<file path="config.mk">
export PLATFORM = sky130hd
export DESIGN_NAME = dht11_poll_ctrl
export DESIGN_NICKNAME = d
export VERILOG_FILES = /design/src/rtl/dht11_poll_ctrl.sv
export SDC_FILE = /design/constraint.sdc
export NUM_CORES = 1
export LEC_CHECK = 0
export ABC_AREA = 0
export CAP_MARGIN = 30
export CORE_MARGIN = 2
export CORE_UTILIZATION = 28
export DETAILED_ROUTE_END_ITERATION = 7
export PLACE_DENSITY_LB_ADDON = 0.05
export SYNTH_ARGS = -nofsm -noshare
export SYNTH_HDL_FRONTEND = slang
export SYNTH_SLANG_ARGS = --single-unit
</file>
<file path="constraint.sdc">
create_clock -name clk -period 5.5 [get_ports clk]
set_clock_uncertainty 0.15 [all_clocks]
set_input_delay 1.65 -clock clk [delete_from_list [all_inputs] [get_ports clk]]
set_output_delay 1.65 -clock clk [all_outputs]
set_load 0.01 [all_outputs]
</file>
<file path="src/rtl/dht11_poll_ctrl.sv">
// -----------------------------------------------------------------------------
// dht11_poll_ctrl
// Scheduler in front of a DHT11 frame reader core. Starts a read every
// POLL_CYCLES, or on request once GAP_CYCLES have passed since the previous
// start. Each read is checked for timeout and checksum. Failed reads are
// retried after a GAP_CYCLES back-off, up to MAX_RETRY attempts per sample.
//
// Ports
//   clk           in   single clock
//   reset_n       in   asynchronous active-low reset
//   rd_req        in   one-cycle on-demand read request
//   core_start    out  one-cycle start pulse to the reader core
//   core_done     in   reader core frame-complete level
//   core_data     in   {hum_int, hum_dec, tmp_int, tmp_dec, csum}
//   humidity      out  last good hum_int
//   temperature   out  last good tmp_int
//   sample_valid  out  pulse: new good sample latched
//   data_ok       out  at least one good sample held
//   err_timeout   out  pulse: core did not finish in time
//   err_csum      out  pulse: checksum mismatch
//   fail          out  pulse: all attempts for this sample failed
//   err_count     out  saturating count of all errors
//   busy          out  a read sequence is in progress
// -----------------------------------------------------------------------------
module dht11_poll_ctrl #(
   parameter int unsigned POLL_CYCLES    = 24_000_000,
   parameter int unsigned GAP_CYCLES     = 12_000_000,
   parameter int unsigned TIMEOUT_CYCLES = 360_000,
   parameter int unsigned MAX_RETRY      = 3
) (
   input  logic        clk,
   input  logic        reset_n,
   input  logic        rd_req,
   output logic        core_start,
   input  logic        core_done,
   input  logic [39:0] core_data,
   output logic [7:0]  humidity,
   output logic [7:0]  temperature,
   output logic        sample_valid,
   output logic        data_ok,
   output logic        err_timeout,
   output logic        err_csum,
   output logic        fail,
   output logic [7:0]  err_count,
   output logic        busy
);

   typedef enum logic [2:0] {
      S_IDLE,
      S_START,
      S_WAIT,
      S_CHECK,
      S_BACKOFF
   } state_t;

   localparam int WAIT_W = $clog2(TIMEOUT_CYCLES + 1);

   localparam logic [24:0]       POLL_LIM   = 25'(POLL_CYCLES);
   localparam logic [24:0]       GAP_LIM    = 25'(GAP_CYCLES);
   localparam logic [WAIT_W-1:0] TO_LAST    = WAIT_W'(TIMEOUT_CYCLES - 1);
   // wait_cnt is 1 and 2 in the first two S_WAIT cycles
   localparam logic [WAIT_W-1:0] FLUSH_LAST = WAIT_W'(2);
   localparam logic [2:0]        RETRY_LIM  = 3'(MAX_RETRY);

   state_t            state_q, state_d;
   logic [24:0]       ivl_cnt_q, ivl_cnt_d;
   logic [WAIT_W-1:0] wait_cnt_q, wait_cnt_d;
   logic [2:0]        retry_cnt_q, retry_cnt_d;
   logic              pending_q, pending_d;
   logic [39:0]       frame_q, frame_d;
   logic              fail_arm_q, fail_arm_d;

   logic              core_start_q, core_start_d;
   logic [7:0]        humidity_q, humidity_d;
   logic [7:0]        temperature_q, temperature_d;
   logic              sample_valid_q, sample_valid_d;
   logic              data_ok_q, data_ok_d;
   logic              err_timeout_q, err_timeout_d;
   logic              err_csum_q, err_csum_d;
   logic              fail_q, fail_d;
   logic [7:0]        err_count_q, err_count_d;
   logic              busy_q, busy_d;

   logic [7:0]        csum_calc;
   logic [2:0]        retry_next;
   logic              err_path;

   always_comb begin
      state_d        = state_q;
      ivl_cnt_d      = (ivl_cnt_q >= POLL_LIM) ? ivl_cnt_q : ivl_cnt_q + 25'd1;
      wait_cnt_d     = '0;
      retry_cnt_d    = retry_cnt_q;
      pending_d      = pending_q | rd_req;
      frame_d        = frame_q;
      fail_arm_d     = 1'b0;
      humidity_d     = humidity_q;
      temperature_d  = temperature_q;
      sample_valid_d = 1'b0;
      data_ok_d      = data_ok_q;
      err_timeout_d  = 1'b0;
      err_csum_d     = 1'b0;
      err_count_d    = err_count_q;
      err_path       = 1'b0;
      retry_next     = retry_cnt_q + 3'd1;
      csum_calc      = frame_q[39:32] + frame_q[31:24] + frame_q[23:16] + frame_q[15:8];

      case (state_q)
         S_IDLE: begin
            // Periodic and on-demand triggers merge into one start
            if ((ivl_cnt_q >= POLL_LIM) || (pending_q && (ivl_cnt_q >= GAP_LIM))) begin
               state_d   = S_START;
               ivl_cnt_d = '0;
            end
         end
         S_START: begin
            // Any request seen during the start cycle is served by this read
            pending_d  = 1'b0;
            wait_cnt_d = WAIT_W'(1);
            state_d    = S_WAIT;
         end
         S_WAIT: begin
            wait_cnt_d = wait_cnt_q + WAIT_W'(1);
            // Done wins over a simultaneous timeout; a done level left over
            // from the previous frame is ignored for the first two cycles.
            if (core_done && (wait_cnt_q > FLUSH_LAST)) begin
               frame_d = core_data;
               state_d = S_CHECK;
            end else if (wait_cnt_q >= TO_LAST) begin
               err_timeout_d = 1'b1;
               err_path      = 1'b1;
            end
         end
         S_CHECK: begin
            if (csum_calc == frame_q[7:0]) begin
               humidity_d     = frame_q[39:32];
               temperature_d  = frame_q[23:16];
               sample_valid_d = 1'b1;
               data_ok_d      = 1'b1;
               retry_cnt_d    = '0;
               state_d        = S_IDLE;
            end else begin
               err_csum_d = 1'b1;
               err_path   = 1'b1;
            end
         end
         S_BACKOFF: begin
            if (ivl_cnt_q >= GAP_LIM) begin
               state_d   = S_START;
               ivl_cnt_d = '0;
            end
         end
         default: state_d = S_IDLE;
      endcase

      if (err_path) begin
         err_count_d = (err_count_q == 8'hFF) ? err_count_q : err_count_q + 8'd1;
         if (retry_next < RETRY_LIM) begin
            retry_cnt_d = retry_next;
            state_d     = S_BACKOFF;
         end else begin
            // fail is delayed one cycle so it never overlaps the error pulse
            retry_cnt_d = '0;
            fail_arm_d  = 1'b1;
            state_d     = S_IDLE;
         end
      end

      core_start_d = (state_d == S_START);
      busy_d       = (state_d != S_IDLE);
      fail_d       = fail_arm_q;
   end

   always_ff @(posedge clk or negedge reset_n) begin
      if (!reset_n) begin
         state_q        <= S_IDLE;
         ivl_cnt_q      <= '0;
         wait_cnt_q     <= '0;
         retry_cnt_q    <= '0;
         pending_q      <= 1'b0;
         frame_q        <= '0;
         fail_arm_q     <= 1'b0;
         core_start_q   <= 1'b0;
         humidity_q     <= '0;
         temperature_q  <= '0;
         sample_valid_q <= 1'b0;
         data_ok_q      <= 1'b0;
         err_timeout_q  <= 1'b0;
         err_csum_q     <= 1'b0;
         fail_q         <= 1'b0;
         err_count_q    <= '0;
         busy_q         <= 1'b0;
      end else begin
         state_q        <= state_d;
         ivl_cnt_q      <= ivl_cnt_d;
         wait_cnt_q     <= wait_cnt_d;
         retry_cnt_q    <= retry_cnt_d;
         pending_q      <= pending_d;
         frame_q        <= frame_d;
         fail_arm_q     <= fail_arm_d;
         core_start_q   <= core_start_d;
         humidity_q     <= humidity_d;
         temperature_q  <= temperature_d;
         sample_valid_q <= sample_valid_d;
         data_ok_q      <= data_ok_d;
         err_timeout_q  <= err_timeout_d;
         err_csum_q     <= err_csum_d;
         fail_q         <= fail_d;
         err_count_q    <= err_count_d;
         busy_q         <= busy_d;
      end
   end

   assign core_start   = core_start_q;
   assign humidity     = humidity_q;
   assign temperature  = temperature_q;
   assign sample_valid = sample_valid_q;
   assign data_ok      = data_ok_q;
   assign err_timeout  = err_timeout_q;
   assign err_csum     = err_csum_q;
   assign fail         = fail_q;
   assign err_count    = err_count_q;
   assign busy         = busy_q;

endmodule
</file>
==> results.tsv, run 1 <==
metric	value	unit
outcome	completed	
Slew @ Worst Pin	0.746	ns
fillcell total	2085	
register area share after synthesis	51.2	%
vias per cell	4.49	
layout net count	675	
Net Count, Synth	587	
Register Area	3080	um2
CTS Buf Count	17	
Area growth, synth to finish	28.9	%
GRT overflow	0	
yosys warns	0	
total global-route track usage	12.3	%
hold_buf cts	0	
most frequent cells in the layout	dfrtp_1 (123), clkdlybuf4s50_1 (73), mux2_2 (64), nor2_1 (57), xnor2_1 (38)	
maximum fanout along the worst path	10	
Mapped Area	6010	um2
die area	22700	um2
core box area	21000	um2
Fmax achieved	235	MHz
worst rel slew slack	49.7	%
Worst setup EP type	flip-flop	
fin crit period	4.25	ns
Final Hold Fails	0	
Critical Path RT	5.63	ns
num ports	75	
Peak VDD IR	0.146	mV
routed via count	4002	
Die W	151	um
later-pin clock latency in the skew report	0.41	ns
CTS tree	built	
Synth cell types	49	
Setup WS post-layout	1.25	ns
DP Cell Count	860	
xor/xnor cell area share of the yosys netlist	8.30	%
CTS sink count	123	
num rows	53	
CP arrival	4.38	ns
H-tree lvl count	4	
routed wire length per instance	14.2	um
Synth Area in Compound Gates	5.56	%
area occupied by multi-input gates	2800	um2
EDFF count, synth	0	
post-synthesis instance total	516	
synthesized-area fraction occupied by adder cells	7.37	%
mux contribution to synthesized area	12.0	%
clk root buf	clkbuf_16	
Mapped Avg Cell Area	11.7	um2
Synth Flop Type	dfrtp_1	
Synth async-reset ratio	100	%
largest family of logic cells by synthesized area	simple AND/OR/NAND/NOR gates	
DP HPWL	9.00	mm
number of max-cap violations	0	
commonest non-fill, non-tap cell in the layout	dfrtp_1	
GP Congestion	0.725	
Pre-antenna DRT Iters	4	
Slew Limit Fails	0	
post-placement setup slack	1.25	ns
Worst Setup Start Kind	flip-flop	
Setup TNS	0	ns
largest net degree at the start of global routing	67	
number of diodes	0	
post-CTS sizing	0	
I/O Buffers	74	
#FFs+latches synth	123	
share of cells above drive strength 1	18.0	%
Synth Area in Simple Gates	13.2	%
Non-Filler Instances	892	
WS Path Type	reg -> reg	
# DRC	0	
minimum hold slack	0.227	ns
Pwr Density	275	nW/um2
Antenna Nets Post-Route	0	
Starting DRT DRC Count	164	
vias in the first global route	4255	
Die Span Y	151	um
worst-case clock buffer depth	2	
initial core utilization	28.6	%
RSZ-0062 raised after global routing	no	
Worst-path clk slew	0.06	ns
initial antenna violation count	0	
global-route wire length before repair	21.6	mm
Final period util	77.3	%
Lkg Pwr	3.55	nW
hold crit path type	reg -> reg	
endpoints failing setup	0	
Post-CTS Setup Inserts	0	
WL final	12.7	mm
==> critical path, stage by stage (launching register included) <==
cell,delay [ns]
dfrtp_1,0.40
fa_1,0.53
inv_1,0.05
fa_1,0.50
inv_1,0.04
ha_1,0.22
fa_1,0.45
xor2_1,0.17
nor4_1,0.27
nand3_1,0.23
o31ai_4,0.45
a21oi_2,0.14
or4b_1,0.51
==> stage by stage <==
| stage | instance area, um2 | utilization, % | power [mW] |
|---|---|---|---|
| after floorplan | 6010 | - | 0.922 |
| after global placement | 7100 | 33.8 | 0.975 |
| after detailed placement | 7130 | 33.9 | 0.978 |
| after CTS | 7750 | 36.9 | 2.16 |
| after global routing | 7750 | 36.9 | 2.22 |
| final | 7750 | 36.9 | 2.13 |
==> cell families after synthesis <==
| logic type | count (synthesis) |
|---|---|
| flops | 123 |
| fa+ha+maj | 27 |
| buf+inv | 36 |
| xor+xnor | 57 |
| mux | 64 |
| simple gates | 160 |
| compound gates | 49 |
==> final cells by class <==
| class | count | area share (%) |
|---|---|---|
| sequential | 123 | 39.7 |
| multi-input combinational | 357 | 36.1 |
| timing repair buffer | 80 | 10.5 |
| clock buffer | 21 | 5.81 |
| tap | 275 | 4.44 |
| clock inverter | 11 | 2.18 |
| inverter | 25 | 1.21 |
==> layer usage <==
| metal | part of all wire [%] | GRT usage (%) | wire length [um] |
|---|---|---|---|
| met1 | 48 | 16.5 | 6080 |
| met5 | 0 | 0 | 0 |
| met3 | 3.9 | 3.30 | 496 |
| met4 | 1.4 | 4.62 | 182 |
| met2 | 47 | 18.9 | 5940 |
==> registers in the layout (all words and copies together), names as in the netlist <==
signal        flops
temperature       8
data_ok           1
ivl_cnt_q        25
humidity          8
core_start        1
state_q           3
err_csum          1
fail_arm_q        1
fail              1
err_timeout       1
frame_q          40
busy              1
retry_cnt_q       3
wait_cnt_q       19
pending_q         1
sample_valid      1
err_count         8
==> synthesized netlist by cell type, types with 3 or more instances <==
cell      count  area share, %
clkbuf_1      4           0.25
nand4_1       3           0.31
or3_1         4           0.42
nor4_1        5           0.52
nor3_1        8           0.67
a211oi_1      4           0.50
ha_1         13            2.7
o21ai_0       9           0.75
fa_1         14            4.7
nand3_1      20            1.7
dfrtp_1     123             51
xor2_1       19            2.8
nand2_1      31            1.9
a21boi_0      3           0.37
xnor2_1      38            5.5
nor2_1       57            3.6
and3_1       10            1.0
a21oi_1      15            1.2
inv_1        25            1.6
and4_1        5           0.73
buf_2         6           0.50
nand2b_1      3           0.31
mux2_2       64             12
==> worst paths after layout <==
kind	start	endpoint	slack, ns	depth (start not counted)
setup / recovery	frame_q[9]$_DFFE_PN0P_	busy$_DFF_PN0_	1.25	12
hold / removal	fail_arm_q$_DFF_PN0_	fail$_DFF_PN0_	0.23	0
setup reg to reg	frame_q[9]$_DFFE_PN0P_	busy$_DFF_PN0_	1.25	12
hold reg to reg	fail_arm_q$_DFF_PN0_	fail$_DFF_PN0_	0.23	0
max in group asynchronous	reset_n	ivl_cnt_q[19]$_DFF_PN0_	3.72	2
min in group asynchronous	reset_n	wait_cnt_q[14]$_DFF_PN0_	0.92	1
==> report_power, final <==
part                   switching, mW  internal, mW  total, mW
combinational                 0.0229        0.0301     0.0530
sequential     0.0000000000000000175         0.906      0.906
clock                          0.401         0.770       1.17
total                          0.424          1.71       2.13
Power figures use the tool's default switching activity.
==> run 2, diff against run 1 <==
Clock period 5.5 ns to 3.8 ns, I/O delays scaled along.
==> results.tsv, run 2 (synthesis gave the netlist of run 1 again) <==
metric	value	unit
outcome	finished, violations left	
failing checks	negative setup slack	
hold_buf cts	0	
die area	22700	um2
vias in the first global route	4307	
CP max stage delay	0.54	ns
maximum fanout along the worst path	2	
max FFs per register	40	
Die Span Y	151	um
Starting DRT DRC Count	155	
area occupied by multi-input gates	2890	um2
initial core utilization	28.6	%
CTS Buf Count	17	
global-route wire length before repair	22.2	mm
clk root buf	clkbuf_16	
worst-path cell chain	fa_1 > inv_1 > fa_1 > inv_2 > ha_4 > fa_2 > xnor2_2 > nor4_2 > nand3_1 > o31ai_4 > a21oi_2 > or4b_1	
final core occ	37.6	%
Setup WS post-layout	-0.0863	ns
layout net count	685	
total power	3.07	mW
share of cells above drive strength 1	21.7	%
Worst Setup Start Kind	flip-flop	
total global-route track usage	12.7	%
GRT overflow	0	
routed wire length per instance	14.7	um
later-pin clock latency in the skew report	0.42	ns
most frequent cells in the layout	dfrtp_1 (123), clkdlybuf4s50_1 (73), mux2_2 (62), nor2_1 (57), xnor2_1 (35)	
WS Path Type	reg -> reg	
slowest CP cell	or4b_1	
H-tree lvl count	4	
Regs by FF count	frame_q (40), ivl_cnt_q (25), wait_cnt_q (19)	
initial antenna violation count	0	
Pre-antenna DRT Iters	4	
I/O Buffers	74	
number of diodes	0	
most used cell along the critical path	fa_1	
Antenna Nets Post-Route	0	
Final Hold Fails	0	
GP Congestion	0.760	
hold crit path type	reg -> reg	
DP HPWL	8.99	mm
DP Cell Count	865	
num rows	53	
Critical Path RT	3.93	ns
Slew Limit Fails	0	
Worst setup EP type	flip-flop	
Peak VDD IR	0.240	mV
fin crit period	3.89	ns
CTS sink count	123	
Register Area	3080	um2
fillcell total	2064	
Die W	151	um
number of max-cap violations	0	
Non-Filler Instances	902	
RSZ-0062 raised after global routing	yes	
Lkg Pwr	3.62	nW
worst rel slew slack	46.3	%
vias per cell	4.52	
largest net degree at the start of global routing	72	
Final period util	102	%
Fmax achieved	257	MHz
CP arrival	4.01	ns
CTS tree	built	
core box area	21000	um2
Pwr Density	388	nW/um2
# DRC	0	
endpoints failing setup	24	
routed via count	4080	
Worst-path clk slew	0.06	ns
Largest Register	frame_q	
WL final	13.2	mm
num ports	75	
Slew @ Worst Pin	0.797	ns
commonest non-fill, non-tap cell in the layout	dfrtp_1	
Area growth, synth to finish	31.6	%
worst-case clock buffer depth	2	
[run 2: cell types whose count changed in the layout (fill, tap and decap cells not counted), sizes merged]
cell      change
clkinvlp      +3
clkbuf        -3
clkinv        -1
buf          +10
inv           +2
bufinv        -1
[run 2: path summary, 6_finish.rpt]
kind	startpoint	end	slack [ns]	depth (start not counted)
max	frame_q[25]$_DFFE_PN0P_	busy$_DFF_PN0_	-0.09	12
min	fail_arm_q$_DFF_PN0_	fail$_DFF_PN0_	0.21	0
max reg2reg	frame_q[25]$_DFFE_PN0P_	busy$_DFF_PN0_	-0.09	12
min reg2reg	fail_arm_q$_DFF_PN0_	fail$_DFF_PN0_	0.21	0
max in group asynchronous	reset_n	frame_q[33]$_DFFE_PN0P_	2.26	2
min in group asynchronous	reset_n	wait_cnt_q[11]$_DFF_PN0_	0.50	1
[run 2: layer usage]
| layer | GRT usage (%) | wire (um) | part of all wire, % | vias to the layer above |
|---|---|---|---|---|
| li1 | - | - | - | 1971 |
| met1 | 16.2 | 6230 | 47 | 2024 |
| met2 | 19.9 | 6260 | 47 | 68 |
| met3 | 3.88 | 537 | 4.1 | 17 |
| met4 | 5.09 | 215 | 1.6 | 0 |
| met5 | 0 | 0 | 0 | - |
[run 2: cell type report]
class	instances	share of cell area, %
tap	275	4.35
multi-input combinational	357	36.5
sequential	123	38.9
timing repair buffer	90	11.3
inverter	25	1.19
clock inverter	14	2.15
clock buffer	18	5.55
[run 2: through the flow]
step / hold WS (ns) / cell area [um2] / TNS, ns / setup WS [ns]
floorplan: 0.181 / 6040 / -0.0722 / -0.0722
global placement: 0.184 / 7190 / -0.193 / -0.0769
detailed placement: 0.199 / 7190 / -0.775 / -0.163
CTS: 0.213 / 7840 / -1.54 / -0.0952
global route: 0.215 / 7910 / -4.97 / -0.221
finish: 0.211 / 7910 / -1.49 / -0.0863
[run 2: repair_timing]
item                                   4_1_cts  5_1_grt
endpoints found under the hold margin        0        0
pin swaps                                    3        2
gates resized for setup                      6        8
setup endpoints to repair                   14       29
gates cloned                                 0        1
buffers inserted                             2        2
[run 2: where the power goes]
group | total [mW] | switching (mW) | internal, mW
registers | 1.31 | 0.0000000000000000262 | 1.31
clock network | 1.69 | 0.636 | 1.05
logic | 0.0744 | 0.0332 | 0.0412
[run 2: worst max-delay path: cells and delay by family (launching register included)]
kind                     cells  cell delay (ns)
adder cells (fa/ha/maj)      4             1.58
AND/OR/NAND/NOR              3             1.00
XOR/XNOR                     1             0.15
buffers and inverters        2             0.10
AO/OA/AOI/OAI                2             0.38
flip-flops                   1             0.39
==> run 3, diff against run 2 <==
Settings changed: CORE_UTILIZATION 28 to 45.
==> results.tsv, run 3 (synthesis gave the netlist of run 1 again) <==
metric	value	unit
outcome	finished, violations left	
failing checks	negative setup slack	
Antenna Nets Post-Route	0	
r2r worst-path depth	12	
post-placement setup slack	-0.228	ns
max FFs per register	40	
global-route wire length before repair	20.5	mm
Peak VDD IR	0.298	mV
routed via count	4058	
hold crit path type	reg -> reg	
number of diodes	0	
num rows	42	
placed cell area	7060	um2
hold wc startpoint	fail_arm_q$_DFF_PN0_	
worst rel slew slack	51.3	%
Slew Limit Fails	0	
Final Hold Fails	0	
Lkg Pwr	3.63	nW
worst-case clock buffer depth	2	
GP Congestion	0.804	
fillcell total	1075	
num ports	75	
maximum fanout along the worst path	2	
Area growth, synth to finish	30.3	%
Pre-antenna DRT Iters	4	
routed wire length per instance	14.8	um
Die Span Y	120	um
Worst R2R Setup Slack	-0.13	ns
hold path endpoint	fail$_DFF_PN0_	
Largest Register	frame_q	
WS Path Type	reg -> reg	
RSZ-0062 raised after global routing	yes	
DP HPWL	8.07	mm
Slew @ Worst Pin	0.724	ns
fin crit period	3.93	ns
CP arrival	4.06	ns
Fmax achieved	254	MHz
initial core utilization	45.8	%
Non-Filler Instances	803	
most frequent cells in the layout	dfrtp_1 (123), clkdlybuf4s50_1 (73), nor2_1 (57), mux2_2 (48), xnor2_1 (36)	
initial antenna violation count	0	
worst r2r dst	busy$_DFF_PN0_	
Worst-path clk slew	0.05	ns
Regs by FF count	frame_q (40), ivl_cnt_q (25), wait_cnt_q (19)	
total global-route track usage	18.1	%
core box area	13100	um2
Setup WS post-layout	-0.129	ns
Final period util	103	%
Starting DRT DRC Count	280	
Pwr Density	381	nW/um2
commonest non-fill, non-tap cell in the layout	dfrtp_1	
GRT overflow	0	
Worst Hold Path Cells	0	
area occupied by multi-input gates	2930	um2
number of max-cap violations	0	
Worst Setup Start Kind	flip-flop	
WL final	11.9	mm
Critical Path RT	3.93	ns
Register Area	3080	um2
clk root buf	clkbuf_16	
total power	2.98	mW
Design Area, Final	7830	um2
largest net degree at the start of global routing	55	
CTS tree	built	
CTS Buf Count	17	
later-pin clock latency in the skew report	0.41	ns
Worst setup EP type	flip-flop	
share of cells above drive strength 1	20.7	%
H-tree lvl count	4	
layout net count	686	
DP Cell Count	767	
die area	14300	um2
I/O Buffers	74	
endpoints failing setup	25	
CTS sink count	123	
hold_buf cts	0	
Die W	120	um
# DRC	0	
vias per cell	5.05	
FF-to-FF Start	frame_q[25]$_DFFE_PN0P_	
vias in the first global route	4215	
==> run 3: changes by cell type in the layout (fill, tap and decap cells not counted), moves of 2 or more <==
cell,delta
clkinvlp_4,-2
a211oi_1,+2
clkinv_4,-2
mux2_4,+14
clkbuf_8,+4
inv_6,-2
mux2_2,-14
a211oi_2,-2
clkbuf_1,+3
==> run 3: cell type report <==
type	instances	share of cell area [%]
Clock inverter	6	1.09
Inverter	25	1.20
Multi-Input combinational cell	357	37.5
Tap cell	176	2.81
Sequential cell	123	39.3
Timing Repair Buffer	91	11.7
Clock buffer	25	6.45
==> run 3: what timing repair did <==
| item | in CTS | in global routing |
|---|---|---|
| hold endpoints to repair | 0 | 0 |
| gates cloned | 0 | 1 |
| resized for setup | 21 | 6 |
| endpoints found under the setup margin | 28 | 29 |
| setup buffers | 2 | 3 |
| pin swaps | 3 | 1 |
==> run 3: worst max-delay path by stage <==
| stage | from | endpoint | slack [ns] | depth (start not counted) |
|---|---|---|---|---|
| after floorplan | frame_q[25]$_DFFE_PN0P_ | busy$_DFF_PN0_ | -0.07 | 12 |
| after global placement | frame_q[25]$_DFFE_PN0P_ | err_count[1]$_DFFE_PN0P_ | -0.07 | 13 |
| after detailed placement | frame_q[25]$_DFFE_PN0P_ | busy$_DFF_PN0_ | -0.23 | 12 |
| after CTS | frame_q[25]$_DFFE_PN0P_ | busy$_DFF_PN0_ | -0.16 | 12 |
| after global routing | frame_q[25]$_DFFE_PN0P_ | busy$_DFF_PN0_ | -0.25 | 12 |
| final | frame_q[25]$_DFFE_PN0P_ | busy$_DFF_PN0_ | -0.13 | 12 |
==> run 3: critical path, cell delays in order, from the launching register on <==
cell,delay [ns]
dfrtp_1,0.39
fa_1,0.54
inv_1,0.05
fa_1,0.50
inv_2,0.05
ha_4,0.16
fa_2,0.38
xnor2_2,0.15
nor4_2,0.35
nand3_2,0.19
o31ai_4,0.28
a21oi_2,0.09
or4b_1,0.52
==> run 3: routing by layer <==
| metal | part of all wire, % | GRT usage, % | wire, um |
|---|---|---|---|
| met3 | 4.5 | 5.85 | 540 |
| met5 | 0 | 0 | 0 |
| met2 | 47 | 27.6 | 5590 |
| met1 | 48 | 24.6 | 5660 |
| met4 | 0.96 | 6.03 | 114 |
==> run 3: where the power goes <==
part	internal, mW	leakage (nW)	switching (mW)
clock	1.05	0.285	0.553
combinational	0.0418	1.66	0.0328
sequential	1.31	1.69	0.0000000000000000232
total	2.40	3.63	0.586
==> run 3: stage by stage <==
step | setup TNS (ns) | utilization (%) | hold WS (ns)
after floorplan | -0.0722 | - | 0.181
after global placement | -0.134 | 53.8 | 0.206
after detailed placement | -3.87 | 53.8 | 0.212
after CTS | -1.94 | 59.0 | 0.240
after global routing | -5.84 | 59.6 | 0.240
final | -2.32 | 59.6 | 0.245
